`src/rtl/carry_la_pkg.sv`:
```
// Shared constants and helpers for the pipelined carry-lookahead adder/subtractor.
package carry_la_pkg;

  localparam int unsigned CLA_WIDTH = 32;
  localparam int unsigned CLA_BLK   = 8;

  function automatic int unsigned cla_nst(input int unsigned width, input int unsigned blk);
    return width / blk;
  endfunction

endpackage

```
`src/rtl/cla_group.sv`:
```
// BLK-bit combinational carry-lookahead group: sum, group carry-out and carry into the top bit.
module cla_group
  import carry_la_pkg::*;
#(
  parameter int unsigned BLK = CLA_BLK
) (
  input  logic [BLK-1:0] a,
  input  logic [BLK-1:0] b,
  input  logic           cin,
  output logic [BLK-1:0] s,
  output logic           cout,
  output logic           c_msb
);

  logic [BLK-1:0] w_g;
  logic [BLK-1:0] w_p;
  logic [BLK-1:0] w_c;
  logic           w_gg;
  logic           w_gp;

  assign w_g = a & b;
  assign w_p = a | b;

  // Each carry is a flat sum of products over generate/propagate terms, not a ripple.
  always_comb begin
    logic term;
    w_c  = '0;
    term = 1'b0;
    for (int unsigned i = 0; i < BLK; i++) begin
      term = cin;
      for (int unsigned j = 0; j < i; j++) term &= w_p[j];
      w_c[i] = term;
      for (int unsigned j = 0; j < i; j++) begin
        term = w_g[j];
        for (int unsigned k = j + 1; k < i; k++) term &= w_p[k];
        w_c[i] |= term;
      end
    end
  end

  always_comb begin
    logic term;
    w_gg = 1'b0;
    term = 1'b0;
    w_gp = &w_p;
    for (int unsigned j = 0; j < BLK; j++) begin
      term = w_g[j];
      for (int unsigned k = j + 1; k < BLK; k++) term &= w_p[k];
      w_gg |= term;
    end
  end

  assign s     = a ^ b ^ w_c;
  assign cout  = w_gg | (w_gp & cin);
  assign c_msb = w_c[BLK-1];

endmodule

```
`src/rtl/carry_la_pipe.sv`:
```
// Pipelined carry-lookahead adder/subtractor, one BLK-bit group resolved per stage,
// valid/ready flow control with bubble collapse. Define CARRY_LA_OVF_EN for the ovf output.
module carry_la_pipe
  import carry_la_pkg::*;
#(
  parameter int unsigned WIDTH = CLA_WIDTH,
  parameter int unsigned BLK   = CLA_BLK
) (
  input  logic             clk,
  input  logic             rst,
  input  logic             in_valid,
  output logic             in_ready,
  input  logic [WIDTH-1:0] a,
  input  logic [WIDTH-1:0] b,
  input  logic             cin,
  input  logic             sub,
  output logic             out_valid,
  input  logic             out_ready,
  output logic [WIDTH-1:0] s,
  output logic             cout
`ifdef CARRY_LA_OVF_EN
  ,
  output logic             ovf
`endif
);

  localparam int unsigned NST = cla_nst(WIDTH, BLK);

  typedef struct packed {
    logic             v;
    logic             c;
    logic [WIDTH-1:0] sum;
    logic [WIDTH-1:0] a;
    logic [WIDTH-1:0] b;
  } stage_t;

  if (WIDTH % BLK != 0) begin : g_width_chk
    $error("carry_la_pipe: WIDTH must be a multiple of BLK");
  end

  stage_t           w_st [NST];
  logic [NST:0]     w_rdy;
  logic [NST-1:0]   w_gco;
  logic [NST-1:0]   w_cmsb;
  logic [WIDTH-1:0] w_beff;
  logic             w_c0;

  assign w_beff     = sub ? ~b : b;
  assign w_c0       = sub | cin;
  assign w_rdy[NST] = out_ready;
  assign in_ready   = w_rdy[0] && !rst;

  for (genvar k = 0; k < NST; k++) begin : g_stage
    stage_t         r_st;
    stage_t         w_up;
    stage_t         w_nxt;
    logic [BLK-1:0] w_gs;

    // Stage 0's upstream is the port set shaped like a stage record; its carry field is c0.
    if (k == 0) begin : g_src_port
      always_comb begin
        w_up   = '0;
        w_up.v = in_valid;
        w_up.c = w_c0;
        w_up.a = a;
        w_up.b = w_beff;
      end
    end else begin : g_src_stage
      assign w_up = w_st[k-1];
    end

    cla_group #(.BLK(BLK)) u_grp (
      .a     (w_up.a[k*BLK +: BLK]),
      .b     (w_up.b[k*BLK +: BLK]),
      .cin   (w_up.c),
      .s     (w_gs),
      .cout  (w_gco[k]),
      .c_msb (w_cmsb[k])
    );

    always_comb begin
      w_nxt                    = w_up;
      w_nxt.sum[k*BLK +: BLK]  = w_gs;
      w_nxt.c                  = w_gco[k];
    end

    always_ff @(posedge clk) begin
      if (rst) begin
        r_st <= '0;
      end else if (w_rdy[k]) begin
        r_st <= w_nxt;
      end
    end

    assign w_rdy[k] = !r_st.v || w_rdy[k+1];
    assign w_st[k]  = r_st;
  end

  assign out_valid = w_st[NST-1].v;
  assign s         = w_st[NST-1].sum;
  assign cout      = w_st[NST-1].c;

`ifdef CARRY_LA_OVF_EN
  logic r_ovf;

  always_ff @(posedge clk) begin
    if (rst) begin
      r_ovf <= 1'b0;
    end else if (w_rdy[NST-1]) begin
      r_ovf <= w_cmsb[NST-1] ^ w_gco[NST-1];
    end
  end

  assign ovf = r_ovf;
`endif

  logic w_unused;
  assign w_unused = ^{w_cmsb, w_st[NST-1].a, w_st[NST-1].b};

endmodule
```
`config.mk`:
```
export PLATFORM = sky130hd
export DESIGN_NAME = carry_la_pipe
export DESIGN_NICKNAME = d
export VERILOG_FILES = /design/src/rtl/carry_la_pkg.sv /design/src/rtl/cla_group.sv /design/src/rtl/carry_la_pipe.sv
export SDC_FILE = /design/constraint.sdc
export NUM_CORES = 1
export LEC_CHECK = 0
export CAP_MARGIN = 15
export CELL_PAD_IN_SITES_DETAIL_PLACEMENT = 1
export CELL_PAD_IN_SITES_GLOBAL_PLACEMENT = 1
export CORE_ASPECT_RATIO = 1.75
export CORE_MARGIN = 10
export CORE_UTILIZATION = 43
export CTS_BUF_LIST = sky130_fd_sc_hd__clkbuf_8
export CTS_CLUSTER_SIZE = 10
export DETAILED_ROUTE_END_ITERATION = 8
export PLACE_DENSITY = 0.79
export SYNTH_ARGS = -nofsm -noshare
export SYNTH_HDL_FRONTEND = slang
export SYNTH_HIERARCHICAL = 1
export SYNTH_SLANG_ARGS = --single-unit
```
`constraint.sdc`:
```
create_clock -name clk -period 3.2 [get_ports clk]
set_input_delay 0.96 -clock clk [delete_from_list [all_inputs] [get_ports clk]]
set_output_delay 0.96 -clock clk [all_outputs]
set_load 0.1 [all_outputs]
```
==> results.cfg, run 1 <==
[status]
status = finished clean

[detailed_routing]
drc = 0
avgRoutedWirePerCell_um = 14.8
drt_iter0_markers = 360
num_vias = 7149
avgViaCountPerCell = 5.06
dr.pass1.iters = 4
wl_um = 20900
postRouteAntennaNets = 0

[sta]
rsz0062_at_grt = no
slew_viol_final = 0
layout_min_cycle_time_ps = 2860
fin_skew_ps = 12.0
setup_slack_ps = 341
setup_viol = 0
finalCritPeriodShare = 0.893
worst_pin_slew_ps = 837
setup_tns_ps = 0
relSlewSlack = 0.442
fmax_mhz = 350
hold_viol_final = 0

[cts]
path_clk_slew_ps = 90
cts-htree-levels = 4
cts_hold_buffers = 0
cts.sinks = 184
cts_tree = built
cts_root_buf = clkbuf_8
clock_latency_ps = 460
cts_max_path_buffers = 2
post_cts_buffers = 0
numCtsBuffers = 17

[worst_setup_path]
cp-start-kind = primary input
required_ps = 3580
timing.critical_path.fanout_max = 3
crit_arrival_ps = 3240
critPathKind = primary input to flip-flop
end_kind = flip-flop

[grt]
antenna_found_initial = 0
grt-ovfl-total = 0
grt_max_degree = 185
grt_pass1_vias = 7473
grt_usage = 0.158
grt_pass1_wl_um = 35700

[finish]
utilization = 0.507
fillers = 2509
syn_to_final_growth_pct = 17.0
diodes = 0
drive_above_1_share = 0.0841
fin_nets = 1290

[placed_design]
port_buffers = 104
dp_slack_ps = -110
gp_congestion = 0.795
hpwlAfterDp_um = 14800

[power_and_ir_drop]
power.density_nw_per_um2 = 477
ir_drop_mv = 0.255
p_leak_nw = 4.12

[floorplanning]
start_util = 0.433
die_w_um = 128
dieArea_um2 = 26700
coreArea_um2 = 20200
ios = 105
die_h_um = 209
num_rows = 69

[synth]
syn-num-nets = 1231
syn_avg_cell_area_um2 = 8.00
synthesis.area_um2 = 8750
ys_warn_count = 6
syn_inst = 1093

[min_path]
hp-class = flip-flop to flip-flop

[flow_run]
drv_cap = 0
## sequential cells by signal, indices dropped and copies added, names as in the netlist
| register | count |
|---|---|
| s | 32 |
| g_stage.r_st | 150 |
| out_valid | 1 |
| cout | 1 |
## final cells by class
class                           instances  area, um^2  area share
Clock buffer                           19         262      0.0255
Inverter                               77         289      0.0282
Sequential cell                       184        3680       0.360
Clock inverter                         13         145      0.0142
Tap cell                              248         310      0.0303
Timing Repair Buffer                  117        1110       0.109
Multi-Input combinational cell        755        4430       0.433
## critical path, stage by stage
cell	delay, ps
clkdlybuf4s50_1	470
xor2_1	240
inv_1	80
ha_1	220
nor4_1	350
o311a_1	260
o21bai_1	80
and2b_2	210
xnor2_1	120
o21ai_0	90
a21oi_1	160
## cells in the final DEF (no fill, tap or decap), types with 2 or more instances in the layout
master and count:
o31ai_1 4, buf_4 43, fa_1 4, o311a_1 8
nor2_2 2, ha_1 64, nand2_1 246, nand3_1 33
inv_6 2, clkinv_2 3, xnor2_1 24, nor2_1 16
nor2b_1 8, nor4b_1 4, nor3b_1 4, nor4_1 4
clkbuf_8 19, clkdlybuf4s50_1 66, o21ai_0 33, nor3_1 48
clkinv_4 6, inv_1 77, and2b_2 4, o21bai_1 12
dfxtp_1 183, or4_4 4, nand2b_1 9, a21oi_1 181
buf_12 5, xor2_1 36, bufinv_16 2
## worst paths after layout
path,start,endpoint,slack (ps),depth (start not counted)
max,b[2],g_stage[0].r_st[71],340,11
min,s[14],s[14],460,2
max reg2reg,g_stage[0].r_st[40],g_stage[1].r_st[77],1080,9
min reg2reg,s[14],s[14],460,2
## power by group
part | switching [mW] | internal (mW)
registers | 0.0913 | 2.44
clock network | 0.844 | 0.744
logic | 0.446 | 0.316
total | 1.38 | 3.50
## through the flow
step | hold WS (ps) | cell area [um^2] | power, mW | cells
2_1_floorplan | 432 | 8750 | 3.09 | 1093
3_3_place_gp | 440 | 9830 | 3.32 | 1381
3_5_place_dp | 444 | 9830 | 3.35 | 1381
4_1_cts | 458 | 10200 | 4.94 | 1413
5_1_grt | 473 | 10200 | 5.12 | 1413
6_report | 455 | 10200 | 4.88 | 1413
## layer usage
layer	track usage	wire length (um)	up-vias	part of all wire
li1	-	-	3687	-
met1	0.190	9240	3344	0.44
met4	0.0507	267	0	0.013
met2	0.271	10700	101	0.51
met5	0	0	-	0
met3	0.0317	678	17	0.032
## timing repair
item / 4_1_cts / 5_1_grt
resized for setup: 0 / 2
endpoints found under the hold margin: 0 / 0
endpoints found under the setup margin: 0 / 1
No activity file was read; power rests on OpenSTA's default activity.
==> run 2: changes to the inputs <==
Settings changed: CAP_MARGIN 15 to unset.
==> results of run 2 <==
No change in the layout: final DEF, timing and power equal those of run 1.
